==> src/rtl/mem_stage_pkg.sv <==
// -----------------------------------------------------------------------------
// mem_stage_pkg
// Constants, FSM state type and store lane helpers for the memory stage.
// -----------------------------------------------------------------------------
package mem_stage_pkg;

    typedef enum logic {
        IDLE = 1'b0,
        WAIT = 1'b1
    } mem_state_t;

    localparam logic [6:0] OPC_LOAD  = 7'b0000011;
    localparam logic [6:0] OPC_STORE = 7'b0100011;

    localparam logic [2:0] F3_LB  = 3'b000;
    localparam logic [2:0] F3_LH  = 3'b001;
    localparam logic [2:0] F3_LW  = 3'b010;
    localparam logic [2:0] F3_LBU = 3'b100;
    localparam logic [2:0] F3_LHU = 3'b101;
    localparam logic [2:0] F3_SB  = 3'b000;
    localparam logic [2:0] F3_SH  = 3'b001;
    localparam logic [2:0] F3_SW  = 3'b010;

    // Byte enables for a store; unknown sizes write the whole word.
    function automatic logic [3:0] store_strb(input logic [2:0] f3, input logic [1:0] off);
        case (f3)
            F3_SB:   return 4'b0001 << off;
            F3_SH:   return 4'b0011 << {off[1], 1'b0};
            default: return 4'b1111;
        endcase
    endfunction

    // Store data is replicated across lanes so the strobes alone pick the bytes.
    function automatic logic [31:0] store_wdata(input logic [2:0] f3, input logic [31:0] b);
        case (f3)
            F3_SB:   return {4{b[7:0]}};
            F3_SH:   return {2{b[15:0]}};
            default: return b;
        endcase
    endfunction

endpackage

==> src/rtl/pipe_bus_pkg.sv <==
// -----------------------------------------------------------------------------
// pipe_bus_pkg
// Pipeline interface header: inter-stage bus structures shared by the
// execute, memory and writeback stages.
//   ex_mem_bus_t : execute -> memory stage payload
//   mem_wb_bus_t : memory  -> writeback stage payload
// -----------------------------------------------------------------------------
package pipe_bus_pkg;

    typedef struct packed {
        logic [31:0] instruction;
        logic [31:0] alu_result;   // effective address or ALU value
        logic [31:0] b_val;        // store data
        logic [6:0]  opcode;
        logic [4:0]  rd;
    } ex_mem_bus_t;

    typedef struct packed {
        logic [31:0] wb_value;
        logic [4:0]  rd;
        logic [6:0]  opcode;
        logic [31:0] instruction;
    } mem_wb_bus_t;

endpackage

==> src/rtl/mem_load_align.sv <==
// -----------------------------------------------------------------------------
// mem_load_align
// Combinational load aligner: selects the addressed byte/halfword from the
// read word and sign- or zero-extends it.
//   rdata_i  : 32-bit word returned by the data memory
//   funct3_i : load size/sign selector
//   off_i    : byte offset within the word
//   value_o  : extended load value
// -----------------------------------------------------------------------------
module mem_load_align
    import mem_stage_pkg::*;
(
    input  logic [31:0] rdata_i,
    input  logic [2:0]  funct3_i,
    input  logic [1:0]  off_i,
    output logic [31:0] value_o
);

    logic [7:0]  byte_sel;
    logic [15:0] half_sel;

    always_comb begin
        byte_sel = rdata_i[{off_i, 3'b000} +: 8];
        half_sel = off_i[1] ? rdata_i[31:16] : rdata_i[15:0];
        case (funct3_i)
            F3_LB:   value_o = {{24{byte_sel[7]}}, byte_sel};
            F3_LBU:  value_o = {24'd0, byte_sel};
            F3_LH:   value_o = {{16{half_sel[15]}}, half_sel};
            F3_LHU:  value_o = {16'd0, half_sel};
            default: value_o = rdata_i;   // LW and reserved encodings
        endcase
    end

endmodule

==> src/rtl/mem_stage.sv <==
// -----------------------------------------------------------------------------
// mem_stage
// Memory-access pipeline stage. Non-memory ops pass to MEM/WB in one cycle;
// loads/stores go out on a valid/ready request channel and complete on a
// separate response pulse, with mem_stall holding upstream meanwhile.
//
// Parameter:
//   STORE_WAIT_RSP : 1 = store completes on its response,
//                    0 = store completes on the request handshake
// Optional feature macro:
//   MEM_MISALIGN_TRAP_EN : flag misaligned half/word accesses instead of
//                          issuing them (misaligned tied 0 when undefined)
// Ports:
//   clock, reset                 : clock, async active-high reset
//   ex_mem_bus_in, ex_mem_valid  : incoming instruction from execute
//   mem_stall                    : upstream must hold its outputs
//   dmem_req_*                   : request channel (valid/ready)
//   dmem_rsp_valid/_rdata        : response channel (one-cycle pulse)
//   mem_wb_bus_out, mem_wb_valid : registered writeback payload
//   misaligned                   : registered one-cycle misalignment flag
// -----------------------------------------------------------------------------
module mem_stage
    import mem_stage_pkg::*;
    import pipe_bus_pkg::*;
#(
    parameter int STORE_WAIT_RSP = 1
)(
    input  logic        clock,
    input  logic        reset,
    input  ex_mem_bus_t ex_mem_bus_in,
    input  logic        ex_mem_valid,
    output logic        mem_stall,
    output logic        dmem_req_valid,
    input  logic        dmem_req_ready,
    output logic [31:0] dmem_req_addr,
    output logic        dmem_req_we,
    output logic [3:0]  dmem_req_wstrb,
    output logic [31:0] dmem_req_wdata,
    input  logic        dmem_rsp_valid,
    input  logic [31:0] dmem_rsp_rdata,
    output mem_wb_bus_t mem_wb_bus_out,
    output logic        mem_wb_valid,
    output logic        misaligned
);

    mem_state_t  state_q, state_d;
    mem_wb_bus_t wb_q, wb_d;
    logic        wb_valid_q;
    logic        misaligned_q;

    logic [2:0]  funct3;
    logic [1:0]  off;
    logic        is_load, is_store, mem_op, misal;
    logic        req_valid, complete, stall;
    logic [31:0] load_val;

    assign funct3   = ex_mem_bus_in.instruction[14:12];
    assign off      = ex_mem_bus_in.alu_result[1:0];
    assign is_load  = ex_mem_valid && (ex_mem_bus_in.opcode == OPC_LOAD);
    assign is_store = ex_mem_valid && (ex_mem_bus_in.opcode == OPC_STORE);
    assign mem_op   = is_load || is_store;

`ifdef MEM_MISALIGN_TRAP_EN
    always_comb begin
        misal = 1'b0;
        if (is_load && (funct3 == F3_LH || funct3 == F3_LHU))
            misal = off[0];
        else if (is_load && funct3 == F3_LW)
            misal = |off;
        else if (is_store && funct3 == F3_SH)
            misal = off[0];
        else if (is_store && funct3 == F3_SW)
            misal = |off;
    end
`else
    assign misal = 1'b0;
`endif

    // Next-state and request control
    always_comb begin
        state_d   = state_q;
        req_valid = 1'b0;
        complete  = 1'b0;
        unique case (state_q)
            IDLE: begin
                if (misal) begin
                    complete = 1'b1;            // dropped without a request
                end else if (mem_op) begin
                    req_valid = 1'b1;
                    if (dmem_req_ready) begin
                        if (is_store && STORE_WAIT_RSP == 0)
                            complete = 1'b1;
                        else
                            state_d = WAIT;
                    end
                end
            end
            WAIT: begin
                // A repeated ready here is ignored; only the response matters.
                if (dmem_rsp_valid) begin
                    complete = 1'b1;
                    state_d  = IDLE;
                end
            end
        endcase
    end

    assign stall = mem_op && !complete;

    // Request outputs are forced quiet while reset is held.
    assign mem_stall      = !reset && stall;
    assign dmem_req_valid = !reset && req_valid;
    assign dmem_req_we    = !reset && req_valid && is_store;
    assign dmem_req_wstrb = (!reset && req_valid && is_store) ? store_strb(funct3, off) : 4'b0000;
    assign dmem_req_addr  = {ex_mem_bus_in.alu_result[31:2], 2'b00};
    assign dmem_req_wdata = store_wdata(funct3, ex_mem_bus_in.b_val);

    mem_load_align u_align (
        .rdata_i  (dmem_rsp_rdata),
        .funct3_i (funct3),
        .off_i    (off),
        .value_o  (load_val)
    );

    always_comb begin
        wb_d.wb_value    = is_load ? load_val : ex_mem_bus_in.alu_result;
        wb_d.rd          = ex_mem_bus_in.rd;
        wb_d.opcode      = ex_mem_bus_in.opcode;
        wb_d.instruction = ex_mem_bus_in.instruction;
    end

    always_ff @(posedge clock or posedge reset) begin
        if (reset) begin
            state_q      <= IDLE;
            wb_q         <= '0;
            wb_valid_q   <= 1'b0;
            misaligned_q <= 1'b0;
        end else begin
            state_q      <= state_d;
            misaligned_q <= misal;
            if (stall) begin
                wb_valid_q <= 1'b0;             // bubble, payload held
            end else begin
                wb_valid_q <= ex_mem_valid && !misal;
                wb_q       <= wb_d;
            end
        end
    end

    assign mem_wb_bus_out = wb_q;
    assign mem_wb_valid   = wb_valid_q;
    assign misaligned     = misaligned_q;

endmodule

==> config.mk <==
export PLATFORM = sky130hd
export DESIGN_NAME = mem_stage
export DESIGN_NICKNAME = d
export VERILOG_FILES = /design/src/rtl/mem_stage_pkg.sv /design/src/rtl/pipe_bus_pkg.sv /design/src/rtl/mem_load_align.sv /design/src/rtl/mem_stage.sv
export SDC_FILE = /design/constraint.sdc
export NUM_CORES = 1
export LEC_CHECK = 0
export BUFFER_PORTS_ARGS = -buffer_cell sky130_fd_sc_hd__buf_2
export CAP_MARGIN = 20
export CORE_AREA = 3 3 112 114
export DETAILED_ROUTE_END_ITERATION = 8
export DIE_AREA = 0 0 115 117
export PLACE_DENSITY = 0.79
export SETUP_SLACK_MARGIN = 0.02
export SYNTH_ARGS = -nofsm -noshare
export SYNTH_HDL_FRONTEND = slang
export SYNTH_SLANG_ARGS = --single-unit
==> constraint.sdc <==
create_clock -name clock -period 6.2 [get_ports clock]
set_input_delay 0.93 -clock clock [delete_from_list [all_inputs] [get_ports clock]]
set_output_delay 0.93 -clock clock [all_outputs]
set_load 0.01 [all_outputs]
Word-level counts from Yosys, hierarchy flattened

Index checks and enable logic that the tools add are counted.

Output and inout port bits: 149
Register bits after elaboration: 78
Input bits: 145

Bitwise logic cells: 1
Reductions and logical operators: 10
Shifts and indexed selects: 3
Eq/ne operators: 5
Multiplexer cells: 15

Operators by type and width:

| operator                                            | number |
|---|---|
| case mux 32 bit (4 select lines)                    | 1 |
| case mux 32 bit (2 select lines)                    | 1 |
| 2-to-1 mux 32 bit                                   | 1 |
| variable part select 32 x 6 -> 8 bit                | 1 |
| 2-to-1 mux 16 bit                                   | 1 |
| case mux 4 bit (2 select lines)                     | 1 |
| equality test 7 x 2 -> 1 bit, second input constant | 1 |
| equality test 7 x 6 -> 1 bit, second input constant | 1 |
| 2-to-1 mux 1 bit                                    | 7 |
| equality test 3 bit, second input constant          | 2 |
| logical AND 1 bit                                   | 6 |
| 2-to-1 mux 4 bit                                    | 1 |
| case mux 1 bit (2 select lines)                     | 2 |
| left shift 1 x 2 -> 4 bit, first input constant     | 1 |
| left shift 2 x 2 -> 4 bit, first input constant     | 1 |
| equality test 3 x 1 -> 1 bit, second input constant | 1 |
| zero test 3 bit                                     | 1 |
| zero test 1 bit                                     | 2 |
| logical OR 1 bit                                    | 1 |
| NOT 1 bit                                           | 1 |

Depth between registers and ports, before layout

Word-level depth: 8
Depth in mapped cells: 7

Modules after synthesis

A second synthesis with hierarchy kept.

Cell total of the unflattened synthesis: 452
Area total of the unflattened synthesis: 5149.9 um^2

Modules (own cells, without submodules):

| module         | area an instance (um^2) | cells an instance | instances |
|---|---|---|---|
| mem_stage      | 4304.1                  | 356               | 1 |
| mem_load_align | 845.8                   | 96                | 1 |

Worst setup path after synthesis

Ideal clock, no wire load.

Kind: in2out
Start point: input ex_mem_bus_in[7] (netlist bit)
End point: output dmem_req_wstrb[1]
Arrival time: 2.242 ns
Stages on the path: 5
Required time: 5.270 ns
Path slack: 3.028 ns
Cell sequence: nor4b_2 -> nand4b_1 -> nor3_1 -> nand2_1 -> a21oi_1

Longest elaborated chain between the ends: 8
Elaborated cells between the ends (all ways): 10
Classes of those cells: 2 x eq/ne; 3 x mux; 5 x reduce/logical

Ends and longest elaborated chain:

| item                                                                                | RTL line                         | source |
|---|---|---|
| from (decl)                                                                         | mem_stage.sv:30                  | `input ex_mem_bus_t ex_mem_bus_in,` |
| equality test 7 x 2 -> 1 bit / equality test 7 x 6 -> 1 bit (equally long branches) | mem_stage.sv:59, mem_stage.sv:60 |  |
| logical AND 1 bit, on equally long branches                                         | mem_stage.sv:59, mem_stage.sv:60 |  |
| logical OR 1 bit (*)                                                                | mem_stage.sv:61                  | `assign mem_op = is_load \|\| is_store;` |
| 2-to-1 mux 1 bit (*)                                                                | mem_stage.sv:88                  | `end else if (mem_op) begin` |
| 2-to-1 mux 1 bit (*)                                                                | mem_stage.sv:84                  | `unique case (state_q)` |
| logical AND 1 bit (*)                                                               | n/a                              |  |
| via dmem_req_valid                                                                  | mem_stage.sv:33                  | `output logic dmem_req_valid,` |
| logical AND 1 bit (*)                                                               | mem_stage.sv:114                 | `assign dmem_req_wstrb = (!reset && req_valid && is_store) ? store_strb(funct3, off) : 4'b0000;` |
| 2-to-1 mux 4 bit (*)                                                                | mem_stage.sv:114                 |  |
| to (decl)                                                                           | mem_stage.sv:37                  | `output logic [3:0] dmem_req_wstrb,` |

Mark *: on every way through the listed nets, which the timed path passes. The rest lies on a longest branch.

Worst setup path after layout

Start point: input ex_mem_bus_in[89] (netlist bit)
End point: output dmem_req_wdata[9]

Longest elaborated chain between the ends: 2
Elaborated cells between the ends (all ways): 3
Classes of those cells: 1 x eq/ne; 1 x mux; 1 x reduce/logical

Ends and longest elaborated chain:

| item                                                                   | RTL line            | source |
|---|---|---|
| equality test 3 x 1 -> 1 bit / zero test 3 bit (equally long branches) | mem_stage_pkg.sv:35 | `case (f3)` |
| case mux 32 bit (2 select lines) (*)                                   | mem_stage_pkg.sv:35 |  |
| to (decl)                                                              | mem_stage.sv:38     | `output logic [31:0] dmem_req_wdata,` |

Mark *: on every way between the ends. The rest lies on a longest branch, timed or not.

==> results.py <==
metrics = {
    "status": {
        "outcome": "completed",
    },
    "setup_path": {
        "path_buf_inv": 2,
        "crit_chain": "buf_2 > nor3_2 > mux2_2 > buf_2",
        "cp-start-kind": "input port",
        "crit_fanout": 41,
        "path_delay_family": "simple AND/OR/NAND/NOR gates",
        "cp-end-kind": "primary output",
        "critical_path_arrival_ns": 2.60,
        "path_common_cell": "buf_2",
        "crit_slowest_cell": "nor3_2",
        "max_stage_delay_ns": 0.77,
        "crit_type": "input port to primary output",
        "crit_required_ns": 5.27,
    },
    "routing": {
        "first_iter_violations": 287,
        "ant_nets": 0,
        "via_per_inst": 4.95,
        "postRouteWirelength_um": 14900,
        "route.detailed.wl_per_inst_um": 16.6,
        "drc_errors": 0,
        "first_pass_iters": 4,
        "via_count": 4446,
    },
    "die": {
        "dieArea_um2": 13500,
        "ios": 294,
        "die_x_um": 115,
        "coreArea_um2": 11500,
        "initial_core_util_pct": 38.5,
        "die_h_um": 117,
        "std_cell_rows": 39,
    },
    "synthesis": {
        "yosys_warnings": 0,
        "synth_area_um2": 4430,
        "async_flop_share_pct": 100,
        "synthTopCellsByArea": "dfrtp_1 (44%), nand2_1 (12%), buf_4 (7.0%)",
        "synth.distinct_cells": 40,
        "synth_flop_cell": "dfrtp_1",
        "synth_top_area_cell": "dfrtp_1",
        "synth_edf_count": 0,
        "synth_top_cell_area_share_pct": 44.1,
        "synth_commonest_cells": "nand2_1 (147), dfrtp_1 (78), buf_4 (41)",
        "synth-seq-cells": 78,
        "yosysSeqAreaShare_pct": 44.1,
        "yosys.cell_count.top_type": "nand2_1",
        "syn_inst": 515,
        "avgSynthCellArea_um2": 8.60,
    },
    "global_routing": {
        "grt_pass1_vias": 4145,
        "grt_pass1_wl_um": 22000,
        "track_usage_pct": 21.0,
        "grt-ovfl-total": 0,
        "antenna_found_initial": 0,
        "grt_max_degree": 80,
    },
    "power_and_ir_drop": {
        "p_leak_nw": 3.18,
        "totalPowerFinal_w": 0.00131,
        "power_density_nw_per_um2": 220,
        "ir_drop_mv": 0.110,
    },
    "clock_tree": {
        "cts_made_buffers": 9,
        "clock_path_buffers": 2,
        "clk-insertion-delay-late_ns": 0.33,
        "cts.sinks": 78,
        "cts_resized": 0,
        "clkTransAtPathRegs_ns": 0.06,
        "cts_tree": "yes",
        "postCtsHoldBufs": 0,
        "postCtsSetupBuffers": 0,
        "h-tree-depth": 3,
        "cts_root_buffer": "clkbuf_16",
    },
    "sta": {
        "maxSlewViolCount": 0,
        "hold_slack_ns": 0.460,
        "hold_viol": 0,
        "setup_slack_ns": 2.67,
        "min_period_over_period_pct": 56.9,
        "slew_headroom_pct": 39.7,
        "setup_viol_count_final": 0,
        "rsz0062_at_grt": "false",
        "finalCriticalPeriod_ns": 3.53,
        "fin_tns_setup_ns": 0,
        "fin_worst_skew_ns": 0.00582,
        "worstMarginPinSlew_ns": 0.902,
        "max_freq_mhz": 284,
    },
    "final_layout": {
        "drive_gt1_share_pct": 45.3,
        "area_growth_pct": 35.0,
        "nFillCells": 1116,
        "layout.cells.non_filler": 898,
        "nets": 895,
        "antennaDiodeCount": 0,
    },
    "place": {
        "dp_cells": 881,
        "gp_congestion": 0.802,
        "port_buffers": 290,
        "dp.final_hpwl_um": 11700,
        "dp_slack_ns": 2.67,
    },
    "job": {
        "drv_cap": 0,
    },
    "hold_path": {
        "hold_class": "flip-flop to flip-flop",
    },
}
layout make-up:
class | count | area (um2) | share of cell area, %
Clock buffer | 11 | 233 | 3.89
Clock inverter | 5 | 58.8 | 0.984
Inverter | 11 | 42.5 | 0.712
Multi-Input combinational cell | 352 | 1990 | 33.2
Sequential cell | 78 | 1950 | 32.7
Tap cell | 143 | 179 | 2.99
Timing Repair Buffer | 298 | 1520 | 25.5
sequential cells by signal (all words and copies together), names as in the netlist:
| register | flops |
|---|---|
| mem_wb_bus_out | 76 |
| state_q | 1 |
| mem_wb_valid | 1 |
worst reg2reg max path, stage by stage, from the launching register on:
cell,delay (ns)
dfrtp_1,0.44
a21o_2,0.17
buf_4,0.62
nor2_1,0.12
a211oi_1,0.22
cells by family (layout without fill, tap and decap cells):
kind of cell / Yosys count / in the layout / synth area share, %
muxes: 33 / 33 / 8.22
DFF: 78 / 78 / 44.1
buffers and inverters: 87 / 325 / 11.4
and+or+nand+nor: 211 / 211 / 19.6
AOI/OAI and AO/OA: 105 / 105 / 16.6
other: 1 / 3 / 0.0847
cell usage in the layout (no fill, tap or decap), drive strengths merged, types with 8 or more instances in the layout:
cell,instances
o21ai,12
mux2,17
nor3,10
dfrtp,78
a211oi,8
a21oi,38
nor2,38
buf,298
a221oi,8
nand2,147
clkbuf,11
o2bb2ai,9
mux2i,15
nand2b,9
inv,11
power by group:
part	leakage (nW)	internal (W)	switching, W
Clock	0.136	0.000313	0.000207
Sequential	0.912	0.000537	0.0000131
Combinational	2.13	0.000108	0.000136
per-layer routing:
layer	share of wire [%]	GRT usage, %	wire, um	vias up
met5	0	0	0	-
met4	1.3	6.89	189	0
met3	6.9	4.11	1030	11
met2	52	37.3	7740	205
met1	40	25.8	5960	2065
li1	-	-	-	2165
final timing paths:
kind,slack [ns],depth (start not counted),startpoint,end
hold reg to reg,0.46,2,mem_wb_bus_out[12],mem_wb_bus_out[12]
hold / removal,0.46,2,mem_wb_bus_out[12],mem_wb_bus_out[12]
setup reg to reg,4.53,4,state_q,mem_wb_bus_out[60]
setup / recovery,2.67,4,ex_mem_bus_in[89],dmem_req_wdata[9]
max in group asynchronous,4.54,3,reset,mem_wb_bus_out[51]
min in group asynchronous,0.67,2,reset,mem_wb_bus_out[18]
through the flow:
| stage | cell area, um2 | utilization [%] |
|---|---|---|
| 3_3_place_gp | 5660 | 49.2 |
| 5_1_grt | 5980 | 51.9 |
| 2_1_floorplan | 4440 | - |
| 6_report | 5980 | 51.9 |
| 3_5_place_dp | 5660 | 49.2 |
| 4_1_cts | 5960 | 51.7 |
No activity file was read; power rests on OpenSTA's default activity.
